`config.mk`:
```
export PLATFORM = sky130hd
export DESIGN_NAME = serial_byte_loader
export DESIGN_NICKNAME = d
export VERILOG_FILES = /design/src/rtl/serial_byte_loader.sv
export SDC_FILE = /design/constraint.sdc
export NUM_CORES = 1
export LEC_CHECK = 0
export BUFFER_PORTS_ARGS = -buffer_cell sky130_fd_sc_hd__buf_2
export CAP_MARGIN = 20
export CORE_ASPECT_RATIO = 1.1
export CORE_UTILIZATION = 51
export DETAILED_ROUTE_END_ITERATION = 8
export GPL_TIMING_DRIVEN = 0
export PLACE_DENSITY = 0.83
export RECOVER_POWER = 50
export SKIP_LAST_GASP = 1
export SYNTH_ARGS = -nofsm -noshare
export SYNTH_HDL_FRONTEND = slang
export SYNTH_SLANG_ARGS = --single-unit
export TNS_END_PERCENT = 30
```
`constraint.sdc`:
```
create_clock -name clk -period 3.5 [get_ports clk]
set_clock_uncertainty 0.05 [all_clocks]
set_input_delay 0.175 -clock clk [delete_from_list [all_inputs] [get_ports clk]]
set_output_delay 0.175 -clock clk [all_outputs]
set_load 0.01 [all_outputs]
```
`src/rtl/serial_byte_loader.sv`:
```
// Serial-to-parallel loader: assembles a WIDTH-bit word MSB-first, then drives
// data/store into a latch bank with setup, store-high and hold phases.
module serial_byte_loader #(
   parameter int WIDTH        = 8,
   parameter int STORE_CYCLES = 2
) (
   input  logic                     clk,
   input  logic                     reset_n,
   input  logic                     bit_in,
   input  logic                     bit_valid,
   input  logic                     abort,
   output logic                     ready,
   output logic [WIDTH-1:0]         data,
   output logic                     store,
   output logic [$clog2(WIDTH):0]   bit_count,
   output logic                     byte_done
);

   localparam int BW = $clog2(WIDTH) + 1;
   localparam int CW = (STORE_CYCLES > 1) ? $clog2(STORE_CYCLES) : 1;
   localparam logic [BW-1:0] BIT_LAST = BW'(WIDTH - 1);
   localparam logic [CW-1:0] CNT_LAST = CW'(STORE_CYCLES - 1);

   typedef enum logic [2:0] {
      IDLE  = 3'd0,
      SHIFT = 3'd1,
      SETUP = 3'd2,
      STORE = 3'd3,
      HOLD  = 3'd4
   } state_t;

   state_t            state;
   logic [WIDTH-1:0]  sr;
   logic [CW-1:0]     store_cnt;

   // ready is a pure state decode: bits are only taken while assembling
   always_comb begin
      ready = 1'b0;
      case (state)
         IDLE, SHIFT: ready = 1'b1;
         default:     ready = 1'b0;
      endcase
   end

   // Main sequencer: shift-in, latch-safe write sequence, abort handling
   always_ff @(posedge clk) begin
      if (!reset_n) begin
         state     <= IDLE;
         sr        <= {WIDTH{1'b0}};
         data      <= {WIDTH{1'b0}};
         store     <= 1'b0;
         store_cnt <= {CW{1'b0}};
         bit_count <= {BW{1'b0}};
         byte_done <= 1'b0;
      end else begin
         byte_done <= 1'b0;
         case (state)
            IDLE, SHIFT: begin
               if (abort) begin
                  state     <= IDLE;
                  bit_count <= {BW{1'b0}};
                  sr        <= {WIDTH{1'b0}};
               end else if (bit_valid) begin
                  sr <= {sr[WIDTH-2:0], bit_in};
                  if (bit_count == BIT_LAST) begin
                     // data only ever changes here, so it is stable for the whole write
                     data      <= {sr[WIDTH-2:0], bit_in};
                     bit_count <= {BW{1'b0}};
                     state     <= SETUP;
                  end else begin
                     bit_count <= bit_count + BW'(1);
                     state     <= SHIFT;
                  end
               end else begin
                  state <= state;
               end
            end
            SETUP: begin
               state     <= STORE;
               store     <= 1'b1;
               store_cnt <= {CW{1'b0}};
            end
            STORE: begin
               if (store_cnt == CNT_LAST) begin
                  state     <= HOLD;
                  store     <= 1'b0;
                  store_cnt <= {CW{1'b0}};
               end else begin
                  store_cnt <= store_cnt + CW'(1);
               end
            end
            HOLD: begin
               state     <= IDLE;
               byte_done <= 1'b1;
            end
            default: begin
               state     <= IDLE;
               store     <= 1'b0;
               store_cnt <= {CW{1'b0}};
               bit_count <= {BW{1'b0}};
            end
         endcase
      end
   end

endmodule

```
==> impl_metrics.json <==
{
  "track_usage": 0.206,
  "drive_gt1_frac": 0.129,
  "drc": 0,
  "multi_input_area_um2": 531,
  "cts_root_buf": "clkbuf_4",
  "numCtsBuffers": 3,
  "synth_commonest_cells": "dfxtp_1 (25), nand2_1 (15)",
  "worst_slack_ns": 1.61,
  "timing.rr.end": "bit_count[2]$_SDFFE_PN0P_",
  "antenna_cells": 0,
  "overflow": 0,
  "area_delta_synth_final_pct": 11.9,
  "synthDominantCellAreaShare": 0.459,
  "drtPass1Iterations": 4,
  "post_cts_buffers": 0,
  "fin_tns_setup_ns": 0,
  "grt_pass1_vias": 850,
  "leakage_nw": 0.439,
  "worstHoldPathCells": 3,
  "avgSynthCellArea_um2": 9.31,
  "ff_latch_area_um2": 500,
  "place_area_um2": 1210,
  "pre_cts_slack_ns": 1.77,
  "cts_hold_buf": 0,
  "ys.warnings.count": 0,
  "cp.required_ns": 3.67,
  "fmax_mhz": 530,
  "die_h_um": 50.5,
  "grt_pass1_wl_mm": 3.53,
  "postRouteAntennaNets": 0,
  "slew_violations": 0,
  "ys_seq_elements": 25,
  "nNetsFinal": 146,
  "crit_path_start_kind": "flip-flop",
  "final_cell_area_um2": 1220,
  "cts_resized": 0,
  "grt_start_max_net_pins": 15,
  "portBuffers": 18,
  "clkTransAtPathRegs_ns": 0.14,
  "end_kind": "flip-flop",
  "critPathMaxFanout": 10,
  "async_reset_ff_frac": 0,
  "synthTopCellsByArea": "dfxtp_1 (46%), a22oi_1 (5.5%), nand2_1 (5.2%)",
  "synth_nets": 123,
  "critPathArrivalTime_ns": 2.06,
  "clock_path_buffers": 2,
  "cts_tree": "done",
  "min_path_type": "in2reg",
  "synthMostInstantiatedCell": "dfxtp_1",
  "clkLatencyLatePin_ns": 0.31,
  "drv_cap": 0,
  "synth_area_um2": 1090,
  "rsz0062_at_grt": "no",
  "wl_per_cell_um": 12.6,
  "antenna_found_initial": 0,
  "viasPerCell": 5.38,
  "cts.htree.levels": 1,
  "powerDensity_nw_per_um2": 362,
  "worstHoldStart": "bit_in",
  "core_area_um2": 2000,
  "r2r_setup_slack_ns": 1.61,
  "setup_viol": 0,
  "fin_crit_ns": 1.89,
  "syn_inst": 117,
  "hold_viol_final": 0,
  "worstMarginPinSlew_ns": 0.578,
  "nFillCells": 207,
  "crit_type": "reg2reg",
  "fin_crit_sh": 0.539,
  "cts_sinks": 25,
  "wirelength_mm": 2.10,
  "yosysSeqAreaShare": 0.459,
  "synth_edf_count": 0,
  "drtIter0Drc": 10,
  "start_util": 0.545,
  "gp_congestion": 0.780,
  "ios": 20,
  "synth_top_flop_cell": "dfxtp_1",
  "relSlewSlack": 0.613,
  "fp-row-count": 17,
  "irDropWorstVdd_v": 0.000292,
  "via_count": 898,
  "synth_top_area_cell": "dfxtp_1",
  "hpwlAfterDp_mm": 1.52,
  "r2r-start": "state[1]$_SDFFE_PN0P_",
  "worst-r2r-cell-count": 5,
  "die_width_um": 46.1,
  "status": "finished clean",
  "ys_types": 34,
  "design.die.area_um2": 2330,
  "min_to": "data[0]$_SDFFE_PN0P_"
}
[cell families after synthesis]
family,Yosys count,synth area share
compound gates,26,0.173
mux,3,0.0276
fa+ha+maj,1,0.0115
flops,25,0.459
simple gates,53,0.274
buf+inv,9,0.0540
[critical path, cell delays in order (launching register included)]
cell	delay, ns
dfxtp_1	0.46
clkbuf_1	0.39
nor2_1	0.13
o2bb2ai_1	0.35
o41ai_1	0.14
a32o_1	0.27
[placed cells by master, fill, tap and decap left out, types with 3 or more instances in the layout]
cell      count
clkbuf_4      3
a22oi_1       8
buf_2         4
nor2b_1       8
and2_1        3
dfxtp_1      25
mux2i_1       3
o21ai_0       8
nand2_1      15
nand3_1       8
nor2_1        6
clkbuf_1     19
[worst max-delay path by stage]
stage / slack [ns] / depth (start not counted) / startpoint / to
global placement: 1.81 / 5 / state[2]$_SDFFE_PN0P_ / data[6]$_SDFFE_PN0P_
floorplan: 2.03 / 5 / state[2]$_SDFFE_PN0P_ / data[0]$_SDFFE_PN0P_
CTS: 1.77 / 6 / state[2]$_SDFFE_PN0P_ / data[2]$_SDFFE_PN0P_
detailed placement: 1.77 / 5 / state[2]$_SDFFE_PN0P_ / data[0]$_SDFFE_PN0P_
finish: 1.61 / 5 / state[1]$_SDFFE_PN0P_ / bit_count[2]$_SDFFE_PN0P_
global route: 1.45 / 5 / state[1]$_SDFFE_PN0P_ / bit_count[2]$_SDFFE_PN0P_
[state kept, by name, summed over array words and instances (netlist names)]
signal	flops
bit_count	4
data	8
state	3
store	1
store_cnt	1
byte_done	1
sr	7
[per-stage QoR]
step	instances	hold slack, ns	power (mW)	util
floorplan	117	0.255	0.312	-
global placement	163	0.369	0.321	0.608
detailed placement	163	0.381	0.321	0.608
CTS	167	0.0454	0.445	0.621
global route	167	0.0910	0.460	0.610
finish	167	0.0529	0.442	0.610
[final cells by class]
type / count / area share
Buffer: 7 / 0.0390
Clock buffer: 3 / 0.0185
Clock inverter: 1 / 0.00410
Inverter: 2 / 0.00615
Multi-Input combinational cell: 83 / 0.435
Sequential cell: 25 / 0.410
Tap cell: 28 / 0.0287
Timing Repair Buffer: 18 / 0.0585
[where the power goes]
part / internal [mW] / leakage (nW) / switching [mW]
combinational: 0.00992 / 0.220 / 0.0165
sequential: 0.287 / 0.202 / 0.00195
clock: 0.0427 / 0.0177 / 0.0841
[metal layers]
| metal | wire length (um) | track usage |
|---|---|---|
| met2 | 1010 | 0.317 |
| met1 | 951 | 0.274 |
| met3 | 83 | 0.0324 |
| met4 | 48 | 0.103 |
| met5 | 0 | 0 |
Power figures use the tool's default switching activity.
